--- config.mk ---
export PLATFORM = sky130hd
export DESIGN_NAME = block_serializer
export DESIGN_NICKNAME = d
export VERILOG_FILES = /design/src/rtl/zmodem_pkg.sv /design/src/rtl/blk_lane_shifter.sv /design/src/rtl/block_serializer.sv
export SDC_FILE = /design/constraint.sdc
export NUM_CORES = 1
export LEC_CHECK = 0
export ABC_AREA = 0
export BUFFER_PORTS_ARGS = -buffer_cell sky130_fd_sc_hd__clkbuf_2
export CORE_UTILIZATION = 55
export CTS_CLUSTER_SIZE = 8
export DETAILED_ROUTE_END_ITERATION = 6
export PLACE_DENSITY_LB_ADDON = 0.12
export SLEW_MARGIN = 5
export SYNTH_ARGS = -nofsm -noshare
export SYNTH_HDL_FRONTEND = slang
export SYNTH_SLANG_ARGS = --single-unit
--- constraint.sdc ---
create_clock -name clk -period 3.46 [get_ports clk]
set_input_delay 0.692 -clock clk [delete_from_list [all_inputs] [get_ports clk]]
set_output_delay 0.692 -clock clk [all_outputs]
set_load 0.02 [all_outputs]
--- src/rtl/zmodem_pkg.sv ---
// Shared Z-modem datapath definitions: serializer FSM encoding and lane-count sizing.
package zmodem_pkg;

  typedef enum logic [1:0] {
    ST_IDLE     = 2'd0,
    ST_RUN      = 2'd1,
    ST_RUN_FULL = 2'd2
  } ser_state_e;

  // Width of a counter that can hold 0..lanes inclusive.
  function automatic int unsigned lane_cnt_w(input int unsigned lanes);
    return $clog2(lanes + 1);
  endfunction

endpackage

--- src/rtl/blk_lane_shifter.sv ---
// ACTIVE slot: holds one block, presents its next lane and shifts it out on each handshake.
module blk_lane_shifter
  import zmodem_pkg::*;
#(
  parameter int unsigned  BLOCK_BYTES = 16,
  parameter int unsigned  LANE_W      = 8,
  parameter bit           MSB_FIRST   = 1'b1,
  localparam int unsigned DATA_W      = BLOCK_BYTES * LANE_W,
  localparam int unsigned CNT_W       = lane_cnt_w(BLOCK_BYTES)
) (
  input  logic              clk,
  input  logic              rst_n,
  input  logic              load_i,
  input  logic [DATA_W-1:0] data_i,
  input  logic [CNT_W-1:0]  nbytes_i,
  input  logic              last_i,
  input  logic              adv_i,
  output logic              valid_o,
  output logic [LANE_W-1:0] lane_o,
  output logic              lane_last_o,
  output logic              final_o
);

  logic [DATA_W-1:0] data_q, data_d;
  logic [CNT_W-1:0]  cnt_q, cnt_d;
  logic              last_q, last_d;
  logic              valid_q, tlast_q;

  // A load always wins; the top only loads when the slot is empty or its final lane leaves.
  always_comb begin
    data_d = data_q;
    cnt_d  = cnt_q;
    last_d = last_q;
    if (load_i) begin
      data_d = data_i;
      cnt_d  = (nbytes_i == '0 || nbytes_i > CNT_W'(BLOCK_BYTES)) ? CNT_W'(BLOCK_BYTES) : nbytes_i;
      last_d = last_i;
    end else if (adv_i && cnt_q != '0) begin
      data_d = MSB_FIRST ? (data_q << LANE_W) : (data_q >> LANE_W);
      cnt_d  = cnt_q - CNT_W'(1);
    end
  end

  always_ff @(posedge clk or negedge rst_n) begin
    if (!rst_n) begin
      data_q  <= '0;
      cnt_q   <= '0;
      last_q  <= 1'b0;
      valid_q <= 1'b0;
      tlast_q <= 1'b0;
    end else begin
      data_q  <= data_d;
      cnt_q   <= cnt_d;
      last_q  <= last_d;
      valid_q <= (cnt_d != '0);
      tlast_q <= last_d && (cnt_d == CNT_W'(1));
    end
  end

  assign valid_o     = valid_q;
  assign lane_o      = MSB_FIRST ? data_q[DATA_W-1 -: LANE_W] : data_q[LANE_W-1:0];
  assign lane_last_o = tlast_q;
  assign final_o     = (cnt_q == CNT_W'(1));

endmodule

--- src/rtl/block_serializer.sv ---
// Block-to-lane serializer: PENDING slot plus FSM in front of the ACTIVE lane shifter.
module block_serializer
  import zmodem_pkg::*;
#(
  parameter int unsigned  BLOCK_BYTES = 16,
  parameter int unsigned  LANE_W      = 8,
  parameter bit           MSB_FIRST   = 1'b1,
  localparam int unsigned DATA_W      = BLOCK_BYTES * LANE_W,
  localparam int unsigned CNT_W       = lane_cnt_w(BLOCK_BYTES)
) (
  input  logic              clk,
  input  logic              reset,
  input  logic [DATA_W-1:0] s_block_data,
  input  logic [CNT_W-1:0]  s_block_nbytes,
  input  logic              s_block_last,
  input  logic              s_block_valid,
  output logic              s_block_ready,
  output logic [LANE_W-1:0] m_axis_tdata,
  output logic              m_axis_tvalid,
  input  logic              m_axis_tready,
  output logic              m_axis_tlast,
  output logic              idle
);

  ser_state_e        state_q, state_d;
  logic [DATA_W-1:0] pend_data_q, pend_data_d;
  logic [CNT_W-1:0]  pend_nb_q, pend_nb_d;
  logic              pend_last_q, pend_last_d;
  logic              ready_q, ready_d;
  logic              idle_q, idle_d;

  logic              accept, lane_hs, final_hs, act_final;
  logic              load;
  logic [DATA_W-1:0] ld_data;
  logic [CNT_W-1:0]  ld_nb;
  logic              ld_last;

  assign accept   = s_block_valid && ready_q;
  assign lane_hs  = m_axis_tvalid && m_axis_tready;
  assign final_hs = lane_hs && act_final;

  always_comb begin
    state_d     = state_q;
    pend_data_d = pend_data_q;
    pend_nb_d   = pend_nb_q;
    pend_last_d = pend_last_q;
    load        = 1'b0;
    ld_data     = s_block_data;
    ld_nb       = s_block_nbytes;
    ld_last     = s_block_last;
    unique case (state_q)
      ST_IDLE: begin
        if (accept) begin
          load    = 1'b1;
          state_d = ST_RUN;
        end
      end
      ST_RUN: begin
        // Accept coinciding with the final lane refills ACTIVE directly, so no bubble.
        if (accept && final_hs) begin
          load = 1'b1;
        end else if (accept) begin
          pend_data_d = s_block_data;
          pend_nb_d   = s_block_nbytes;
          pend_last_d = s_block_last;
          state_d     = ST_RUN_FULL;
        end else if (final_hs) begin
          state_d = ST_IDLE;
        end
      end
      ST_RUN_FULL: begin
        if (final_hs) begin
          load    = 1'b1;
          ld_data = pend_data_q;
          ld_nb   = pend_nb_q;
          ld_last = pend_last_q;
          state_d = ST_RUN;
        end
      end
      default: state_d = ST_IDLE;
    endcase
    ready_d = (state_d != ST_RUN_FULL);
    idle_d  = (state_d == ST_IDLE);
  end

  always_ff @(posedge clk or negedge reset) begin
    if (!reset) begin
      state_q     <= ST_IDLE;
      pend_data_q <= '0;
      pend_nb_q   <= '0;
      pend_last_q <= 1'b0;
      ready_q     <= 1'b0;
      idle_q      <= 1'b1;
    end else begin
      state_q     <= state_d;
      pend_data_q <= pend_data_d;
      pend_nb_q   <= pend_nb_d;
      pend_last_q <= pend_last_d;
      ready_q     <= ready_d;
      idle_q      <= idle_d;
    end
  end

  blk_lane_shifter #(
    .BLOCK_BYTES (BLOCK_BYTES),
    .LANE_W      (LANE_W),
    .MSB_FIRST   (MSB_FIRST)
  ) u_active (
    .clk         (clk),
    .rst_n       (reset),
    .load_i      (load),
    .data_i      (ld_data),
    .nbytes_i    (ld_nb),
    .last_i      (ld_last),
    .adv_i       (lane_hs),
    .valid_o     (m_axis_tvalid),
    .lane_o      (m_axis_tdata),
    .lane_last_o (m_axis_tlast),
    .final_o     (act_final)
  );

  assign s_block_ready = ready_q;
  assign idle          = idle_q;

endmodule

## After elaboration in Yosys (flattened, before gate mapping)

Index checks and enable logic that the tools add are counted.

| cells by class | value |
|---|---|
| add/subtract/negate cells | 1 |
| magnitude comparators | 1 |
| equal/unequal tests | 5 |
| muxes and demuxes | 22 |
| bitwise operators | 1 |
| reductions and logical operators | 14 |

Operators with widths:

| operator | count |
|---|---|
| 128-bit 2-to-1 mux | 4 |
| 5-bit 2-to-1 mux | 5 |
| 5-bit by 1-bit equality test with 1-bit output, second input constant | 2 |
| 2-bit 2-to-1 mux | 5 |
| 5-bit nonzero test | 2 |
| 1-bit logical AND | 6 |
| 1-bit 2-to-1 mux | 6 |
| 2-bit one-hot mux with 3 select lines | 1 |
| 5-bit > comparator, second input constant | 1 |
| 5-bit zero test | 1 |
| 5-bit by 1-bit subtractor with 5-bit output, second input constant | 1 |
| 2-bit zero test | 2 |
| 1-bit one-hot mux with 3 select lines | 1 |
| 3-bit AND reduction | 1 |
| 2-bit by 1-bit equality test with 1-bit output, second input constant | 1 |
| 2-bit equality test, second input constant | 1 |
| 2-bit inequality test, second input constant | 1 |
| 2-bit nonzero test | 1 |
| 1-bit logical OR | 1 |
| 1-bit NOT | 1 |

| word-level totals | value |
|---|---|
| bits in registers | 274 |
| input bits | 138 |
| output and inout port bits | 12 |

## Longest topological paths before layout

Gate-level depths: netlist of run 1.

| depth | value |
|---|---|
| depth after elaboration | 10 |
| mapped depth | 12 |

## Modules after synthesis

From an unflattened synthesis of run 1, not the netlist that was laid out.

| second synthesis, totals | value |
|---|---|
| cells, all modules | 1072 |
| area total of the unflattened synthesis | 13252.7 um2 |

Modules (own cells, without submodules):

| module | instances | cells an instance | area each (um2) | seq. area each (um2) |
|---|---|---|---|---|
| block_serializer | 1 | 454 | 6792.8 | 3454.6 |
| blk_lane_shifter | 1 | 618 | 6459.9 | 3403.3 |

## Worst setup path after synthesis of run 1

No wires, ideal clock.

| timing | value |
|---|---|
| path type | input -> register |
| start point | input m_axis_tready |
| end point | register u_active.tlast_q (netlist: u_active.lane_last_o) |
| setup time | 0.107 ns |
| data arrival time | 2.944 ns |
| required time | 3.353 ns |
| path slack | 0.410 ns |
| stages | 10 |
| path through | and3_1 > buf_2 > nand3_1 > clkbuf_1 > clkbuf_1 > a21oi_1 > ha_1 > a21oi_1 > or3_4 > a2111oi_4 |

| between the ends | value |
|---|---|
| cells in the longest elaborated chain, start to end | 10 |

Ends and longest elaborated chain:

| what | line | RTL |
|---|---|---|
| start: declaration | block_serializer.sv:20 | `input logic m_axis_tready,` |
| 1-bit logical AND (*) | block_serializer.sv:39 | `assign lane_hs = m_axis_tvalid && m_axis_tready;` |
| 1-bit logical AND | block_serializer.sv:40 | `assign final_hs = lane_hs && act_final;` |
| 5-bit 2-to-1 mux | block_serializer.sv:72 | `if (final_hs) begin` |
| 5-bit 2-to-1 mux | block_serializer.sv:51 | `unique case (state_q)` |
| 5-bit > comparator / 5-bit zero test (equally long branches) | blk_lane_shifter.sv:36 | `cnt_d = (nbytes_i == '0 \|\| nbytes_i > CNT_W'(BLOCK_BYTES)) ? CNT_W'(BLOCK_BYTES) : nbytes_i;` |
| 1-bit logical OR | blk_lane_shifter.sv:36 |  |
| 5-bit 2-to-1 mux | blk_lane_shifter.sv:36 |  |
| 5-bit 2-to-1 mux | blk_lane_shifter.sv:34 | `if (load_i) begin` |
| 5-bit by 1-bit equality test with 1-bit output | blk_lane_shifter.sv:56 | `tlast_q <= last_d && (cnt_d == CNT_W'(1));` |
| 1-bit logical AND (*) | blk_lane_shifter.sv:56 |  |
| end signal: assignment | blk_lane_shifter.sv:56 |  |
| end: declaration | blk_lane_shifter.sv:27 | `logic valid_q, tlast_q;` |

Mark *: on every way between the ends. The rest lies on a longest branch, timed or not.
A chain may end at the register's enable or synchronous reset.

## Worst setup path in the final report of run 1

| timing | value |
|---|---|
| start point | register u_active.cnt_q[1] |
| end point | register u_active.data_q[119] |

| between the ends | value |
|---|---|
| cells in the longest elaborated chain, start to end | 6 |

Ends and longest elaborated chain:

| what | line | RTL |
|---|---|---|
| start: declaration | blk_lane_shifter.sv:25 | `logic [CNT_W-1:0] cnt_q, cnt_d;` |
| start signal: assignment | blk_lane_shifter.sv:53 | `cnt_q <= cnt_d;` |
| 5-bit by 1-bit equality test with 1-bit output | blk_lane_shifter.sv:63 | `assign final_o = (cnt_q == CNT_W'(1));` |
| 1-bit logical AND | block_serializer.sv:40 |  |
| 1-bit logical AND | block_serializer.sv:60 | `if (accept && final_hs) begin` |
| 1-bit 2-to-1 mux | block_serializer.sv:60 |  |
| 1-bit one-hot mux with 3 select lines | block_serializer.sv:51 |  |
| 128-bit 2-to-1 mux / 2-bit nonzero test (equally long branches) | n/a |  |
| end signal: assignment | blk_lane_shifter.sv:52 | `data_q <= data_d;` |
| end: declaration | blk_lane_shifter.sv:24 | `logic [DATA_W-1:0] data_q, data_d;` |

Parallel ways exist; a longest one is shown, timed or not.

==> results of run 1 <==
-- cells in the final DEF, fill, tap and decap left out, types with 2 or more instances in the layout --
master	netlist	final
o21a_1	2	2
clkbuf_16	0	41
inv_1	4	4
o31ai_1	5	5
a21oi_1	13	13
a31oi_1	129	129
nand2b_1	2	2
o211ai_1	4	4
buf_4	8	12
mux2i_1	4	4
nor4_1	6	6
dfrtp_1	273	273
buf_12	0	7
or2_2	3	3
clkbuf_2	0	148
ha_1	4	4
mux2_2	134	134
nand2_1	505	505
nor3_1	3	2
nand4_1	3	3
nor2_1	5	4
clkbuf_1	59	8
nand3_4	0	2
nand3_1	4	2
and3_1	122	122
-- power groups by stage --
stage | clock (mW) | sequential (mW) | combinational, mW
finish | 3.38 | 5.82 | 4.82
CTS | 3.46 | 5.80 | 4.88
floorplan | 0 | 5.57 | 3.82
global placement | 0 | 5.76 | 4.71
detailed placement | 0 | 5.84 | 4.84
global route | 3.59 | 6.00 | 5.44
-- cell type report --
class                   count  area share [%]
clock inverters             1          0.0587
well taps                 313            2.62
inverters                   4           0.101
flip-flops and latches    274            45.9
repair buffers            168            6.61
clock buffers              49            7.08
multi-input cells         968            37.6
-- metal layers --
layer	vias to the layer above	GRT usage [%]	share of wire, %	routed length [um]
met4	0	7.14	1.4	446
met1	5027	37.2	45	14100
met3	40	3.57	5.3	1640
met2	277	44.2	48	14900
met5	-	0	0	0
li1	4823	-	-	-
-- flip-flops by register name, indices dropped and copies added, names as in the netlist --
signal                count
pend_last_q               1
u_active.data_q         128
s_block_ready             1
pend_data_q             128
u_active.last_q           1
pend_nb_q                 5
state_q                   2
idle                      1
u_active.cnt_q            5
u_active.lane_last_o      1
u_active.valid_o          1
-- how the worst min path moves through the flow --
stage / startpoint / end / slack (ps) / depth (start not counted)
after floorplan: reset / pend_data_q[0] / 400 / 0
after global placement: pend_data_q[120] / pend_data_q[120] / 490 / 1
after detailed placement: pend_data_q[103] / pend_data_q[103] / 490 / 1
after CTS: reset / u_active.data_q[14] / 230 / 1
after global routing: reset / pend_data_q[11] / 260 / 1
final: reset / u_active.data_q[14] / 190 / 1
-- stage by stage --
stage / cells / total power [mW]
6_report: 1777 / 14.0
5_1_grt: 1777 / 15.0
4_1_cts: 1777 / 14.1
3_5_place_dp: 1727 / 10.7
3_3_place_gp: 1727 / 10.5
2_1_floorplan: 1355 / 9.39
-- logic make-up after synthesis --
group | Yosys count | synth area share, %
buf+inv | 113 | 3.94
compound gates | 164 | 8.23
xor+xnor | 1 | 0.0678
fa+ha+maj | 4 | 0.388
simple gates | 661 | 22.3
mux | 138 | 12.0
flops | 274 | 53.1
-- worst register-to-register path, cell delays in order, from the launching register on --
cell and delay [ps]:
dfrtp_1 430, inv_1 110, ha_1 200, and3_1 230
nand3_4 120, buf_4 680, buf_4 650, nand2_1 150
a31oi_1 220
==> results.tsv, run 1 <==
metric	value	unit
outcome	finished clean	
ir_worst_vdd	0.000521	V
cts_inserted_buffers	40	
hpwl	18700	um
path_clk_slew	50	ps
clock-sinks	274	
cp_top_family	buffers and inverters	
rows	55	
critical_path.slowest_cell	buf_4	
period_needed	2890	ps
drt_wl_total	31100	um
synth_nets	1497	
hp-class	input pin to async pin	
synth_area_leaders	dfrtp_1, nand2_1, mux2_2, a31oi_1, and3_1	
fin_util	65.3	%
tightest_slew	941	ps
pre_cts_slack	451	ps
start_util	56.5	%
cts_resized	0	
dr.first_iter.drc_count	676	
finalWorstSetupSlack	575	ps
max_freq	347	MHz
syn_to_final_growth	15.6	%
ys_warn_count	0	
p_leak	7.04	nW
synth_edf_count	0	
port_buffers	149	
yosysTopAreaCell	dfrtp_1	
rr_worst_depth	8	
io_pins	150	
dieHeight	155	um
path_max_fanout	79	
htree_levels	2	
startpoint	u_active.cnt_q[1]	
synth_most_common_cell	nand2_1	
combPwrFrac	34.4	%
hold_buffers	0	
r2r_slack	570	ps
fillers	1896	
switchingPower	4.69	mW
grt_pass1_vias	10200	
r2r_start	u_active.cnt_q[1]	
clock_latency	510	ps
intPower	9.34	mW
syn_inst	1355	
skew	13.8	ps
fin_tns_setup	0	ps
cp.arrival	3290	ps
grt_max_degree	130	
nets	1598	
finalHoldViolCount	0	
antenna_cells	0	
crit_required	3870	ps
path_cells	inv_1, ha_1, and3_1, nand3_4, buf_4, buf_4, nand2_1, a31oi_1	
via_per_inst	5.72	
cp-start-kind	flip-flop	
regArea	0.00686	mm^2
grt_overflow	0	
finalCritPeriodShare	83.4	%
crit_path_frequent_cell	buf_4	
die_x	155	um
root_buffer	clkbuf_16	
finalSetupViolCount	0	
antenna_found_initial	0	
synth.distinct_cells	44	
async_flop_share	100	%
crit_cells	8	
cts_tree	built	
place_congestion	0.776	
worst_setup_path_end_kind	flip-flop	
drive_gt1_share	24.6	%
synth_top_area_share	52.9	%
post_cts_buffers	0	
slowest_delay	680	ps
clock_path_buffers	3	
switching_share	33.4	%
rsz0062_at_grt	no	
coreArea	0.0228	mm^2
path_class	flip-flop to flip-flop	
drv_slew	0	
multi_input_area	0.00561	mm^2
grt_use_total	26.7	%
design.die.area	0.0241	mm^2
crit_end	u_active.data_q[119]	
hold_slack	194	ps
syn-cell-area	0.0129	mm^2
synthTopCellsByCount	nand2_1, dfrtp_1, mux2_2	
dpl-instance-area	0.0139	mm^2
drv_cap	0	
finalInstanceArea	0.0149	mm^2
drc_errors	0	
critPathBufInv	3	
ant_nets	0	
vias	10200	
synth-seq-area-share	53.1	%
synth_ff_type	dfrtp_1	
wl_per_cell	17.5	um
max_slew_margin	37.2	%
grt_first_pass_wirelength	51200	um
reg2reg_to	u_active.data_q[119]	
power_frac_seq	41.5	%
dr.pass1.iters	5	
avgSynthCellArea	9.53	um^2
synth.ff_latch_count	274	
powerDensity	940	mW/mm^2
p_clk_share	24.1	%
Note: power is estimated with default switching activity, not from simulation.
==> run 2, diff against run 1 <==
- ABC_AREA: 0 -> 1
- CORE_UTILIZATION: 55 -> 53
- clock period: 3.46 -> 2.34 ns (I/O delays scaled with it)
==> results.tsv, run 2 <==
metric	value	unit	change
ys_warn_count	0		unchanged
crit_required	2740	ps	-1130 ps
finalCritPeriodShare	92.0	%	+8.7 points
ant_nets	0		unchanged
via_per_inst	5.38		-6.0%
regArea	0.00686	mm^2	about the same
clock_path_buffers	3		unchanged
largestRegisters	pend_data_q (128), u_active.data_q (128)		
clock_latency	510	ps	about the same
syn-cell-area	0.0131	mm^2	+1.2%
switching_share	36.2	%	+2.8 points
grt_use_total	24.9	%	-1.8 points
dieHeight	159	um	+2.4%
syn_to_final_growth	15.8	%	
synth_top_area_share	52.3	%	-0.62 points
hold_path_startpoint	s_block_data[24]		
startpoint	u_active.cnt_q[1]		
synth-seq-area-share	52.5	%	-0.63 points
antenna_cells	0		unchanged
synthTopCellsByCount	nand2_1, dfrtp_1, nand3_1		
dr.pass1.iters	5		unchanged
drt_wl_total	30600	um	-1.4%
design.die.area	0.0253	mm^2	+4.9%
synth_most_common_cell	nand2_1		
cts_tree	built		
r2r_start	u_active.cnt_q[1]		
path_class	flip-flop to flip-flop		
max_slew_margin	53.9	%	+17 points
finalSetupViolCount	0		unchanged
wl_per_cell	15.4	um	-12%
cts_inserted_buffers	40		unchanged
grt_max_degree	69		-47%
antenna_found_initial	0		unchanged
avgSynthCellArea	8.44	um^2	-11%
nets	1804		+13%
htree_levels	2		unchanged
dr.first_iter.drc_count	747		+11%
fin_tns_setup	0	ps	unchanged
tightest_slew	691	ps	-250 ps
drv_cap	0		unchanged
period_needed	2150	ps	-732 ps
syn_inst	1549		+14%
vias	10700		+5.5%
switchingPower	6.96	mW	+48%
root_buffer	clkbuf_16		
rsz0062_at_grt	yes		
io_pins	150		unchanged
coreArea	0.0242	mm^2	+6.1%
multi_input_area	0.00495	mm^2	-12%
worst_setup_path_end_kind	flip-flop		
synth.distinct_cells	28		-36%
power_frac_seq	42.3	%	+0.8 points
grt_first_pass_wirelength	51700	um	+0.86%
path_max_fanout	5		-94%
ir_worst_vdd	0.000623	V	+20%
outcome	finished clean		
clock-sinks	274		unchanged
skew	13.1	ps	-0.681 ps
fillers	2151		+13%
hp-class	input pin to flip-flop		
layout_commonest_cell	nand2_1		
drive_gt1_share	16.4	%	-8.2 points
powerDensity	1270	mW/mm^2	+35%
start_util	53.9	%	-2.6 points
rows	57		+3.6%
cp.arrival	2560	ps	-730 ps
grt_pass1_vias	10400		+1.6%
intPower	12.3	mW	+31%
drv_slew	0		unchanged
yosysTopAreaCell	dfrtp_1		
combPwrFrac	31.4	%	-3.0 points
die_x	159	um	+2.4%
port_buffers	149		unchanged
cp-start-kind	flip-flop		
mostFrequentLayoutCells	nand2_1, dfrtp_1, nand3_1, o21ai_0, inv_1		
drc_errors	0		unchanged
hpwl	19300	um	+3.2%
synth_area_leaders	dfrtp_1, nand2_1, nand3_1, o21ai_0, o211ai_1		
place_congestion	0.817		+5.3%
max_freq	464	MHz	+34%
synth.ff_latch_count	274		unchanged
synth_edf_count	0		unchanged
async_flop_share	100	%	unchanged
fin_util	62.4	%	-2.9 points
grt_overflow	0		unchanged
p_leak	7.98	nW	+13%
synth_ff_type	dfrtp_1		
synth_nets	1691		+13%
path_clk_slew	50	ps	about the same
finalHoldViolCount	0		unchanged
p_clk_share	26.3	%	+2.2 points
power	19.2	mW	+37%
[run 2: area by class of cell]
cell class,instances,area share [%]
Inverter,158,3.94
Clock inverter,1,0.0579
Tap cell,324,2.68
Clock buffer,49,6.98
Timing Repair Buffer,191,8.30
Sequential cell,274,45.3
Multi-Input combinational cell,997,32.7
[run 2: repair_timing]
item	in CTS	in global routing
endpoints found under the hold margin	57	0
hold buffers	1	0
setup buffers	0	5
resized for setup	0	9
endpoints found under the setup margin	0	73
[run 2: critical path, cell delays in order (launching register included)]
cell and delay (ps):
dfrtp_1 390, inv_2 80, ha_1 130, inv_1 60, nor2_4 110, buf_4 150
nand4_1 120, a21oi_2 140, nand3_1 70, ha_1 270, inv_1 80, nand2_1 100
o21ai_2 190, inv_1 60, nand2_1 60, nor2_1 40
[run 2: path summary, 6_finish.rpt]
check,to,slack [ps],cells after the start
setup reg to reg,u_active.lane_last_o,190,15
hold / removal,pend_data_q[24],210,3
max in group asynchronous,pend_data_q[64],1070,3
setup / recovery,u_active.lane_last_o,190,15
hold reg to reg,pend_data_q[84],480,2
min in group asynchronous,u_active.data_q[121],500,2
[run 2: kinds of logic (layout without fill, tap and decap cells)]
family | count (synthesis) | after routing | share of synthesized area [%]
simple gates | 708 | 708 | 23.2
compound gates | 283 | 283 | 13.9
buf+inv | 278 | 399 | 9.90
flops | 274 | 274 | 52.5
fa+ha+maj | 4 | 4 | 0.383
xor+xnor | 1 | 1 | 0.0670
mux | 1 | 1 | 0.0862
[run 2: power by group through the flow]
stage                     Combinational (mW)  Clock, mW  Sequential (mW)
final                                   6.04       5.06             8.12
after global routing                    6.94       5.36             8.35
after detailed placement                6.05          0             8.13
after global placement                  5.88          0             8.08
after CTS                               6.08       5.15             8.10
after floorplan                         4.60          0             7.82
[run 2: per-layer routing]
metal	share of wire, %	global-route usage, %	vias up
li1	-	-	5316
met1	46	35.5	5079
met2	47	39.7	287
met3	4.9	3.49	46
met4	1.8	7.26	0
met5	0	0	-
[run 2: per-stage QoR]
step	worst slack [ps]	std cells	instance area, um^2	hold slack, ps
final	186	1994	15100	212
after CTS	17.3	1989	15100	200
after global routing	-50.7	1994	15100	216
after floorplan	33.9	1549	13100	172
after detailed placement	2.04	1938	14000	456
after global placement	68.8	1938	14000	460
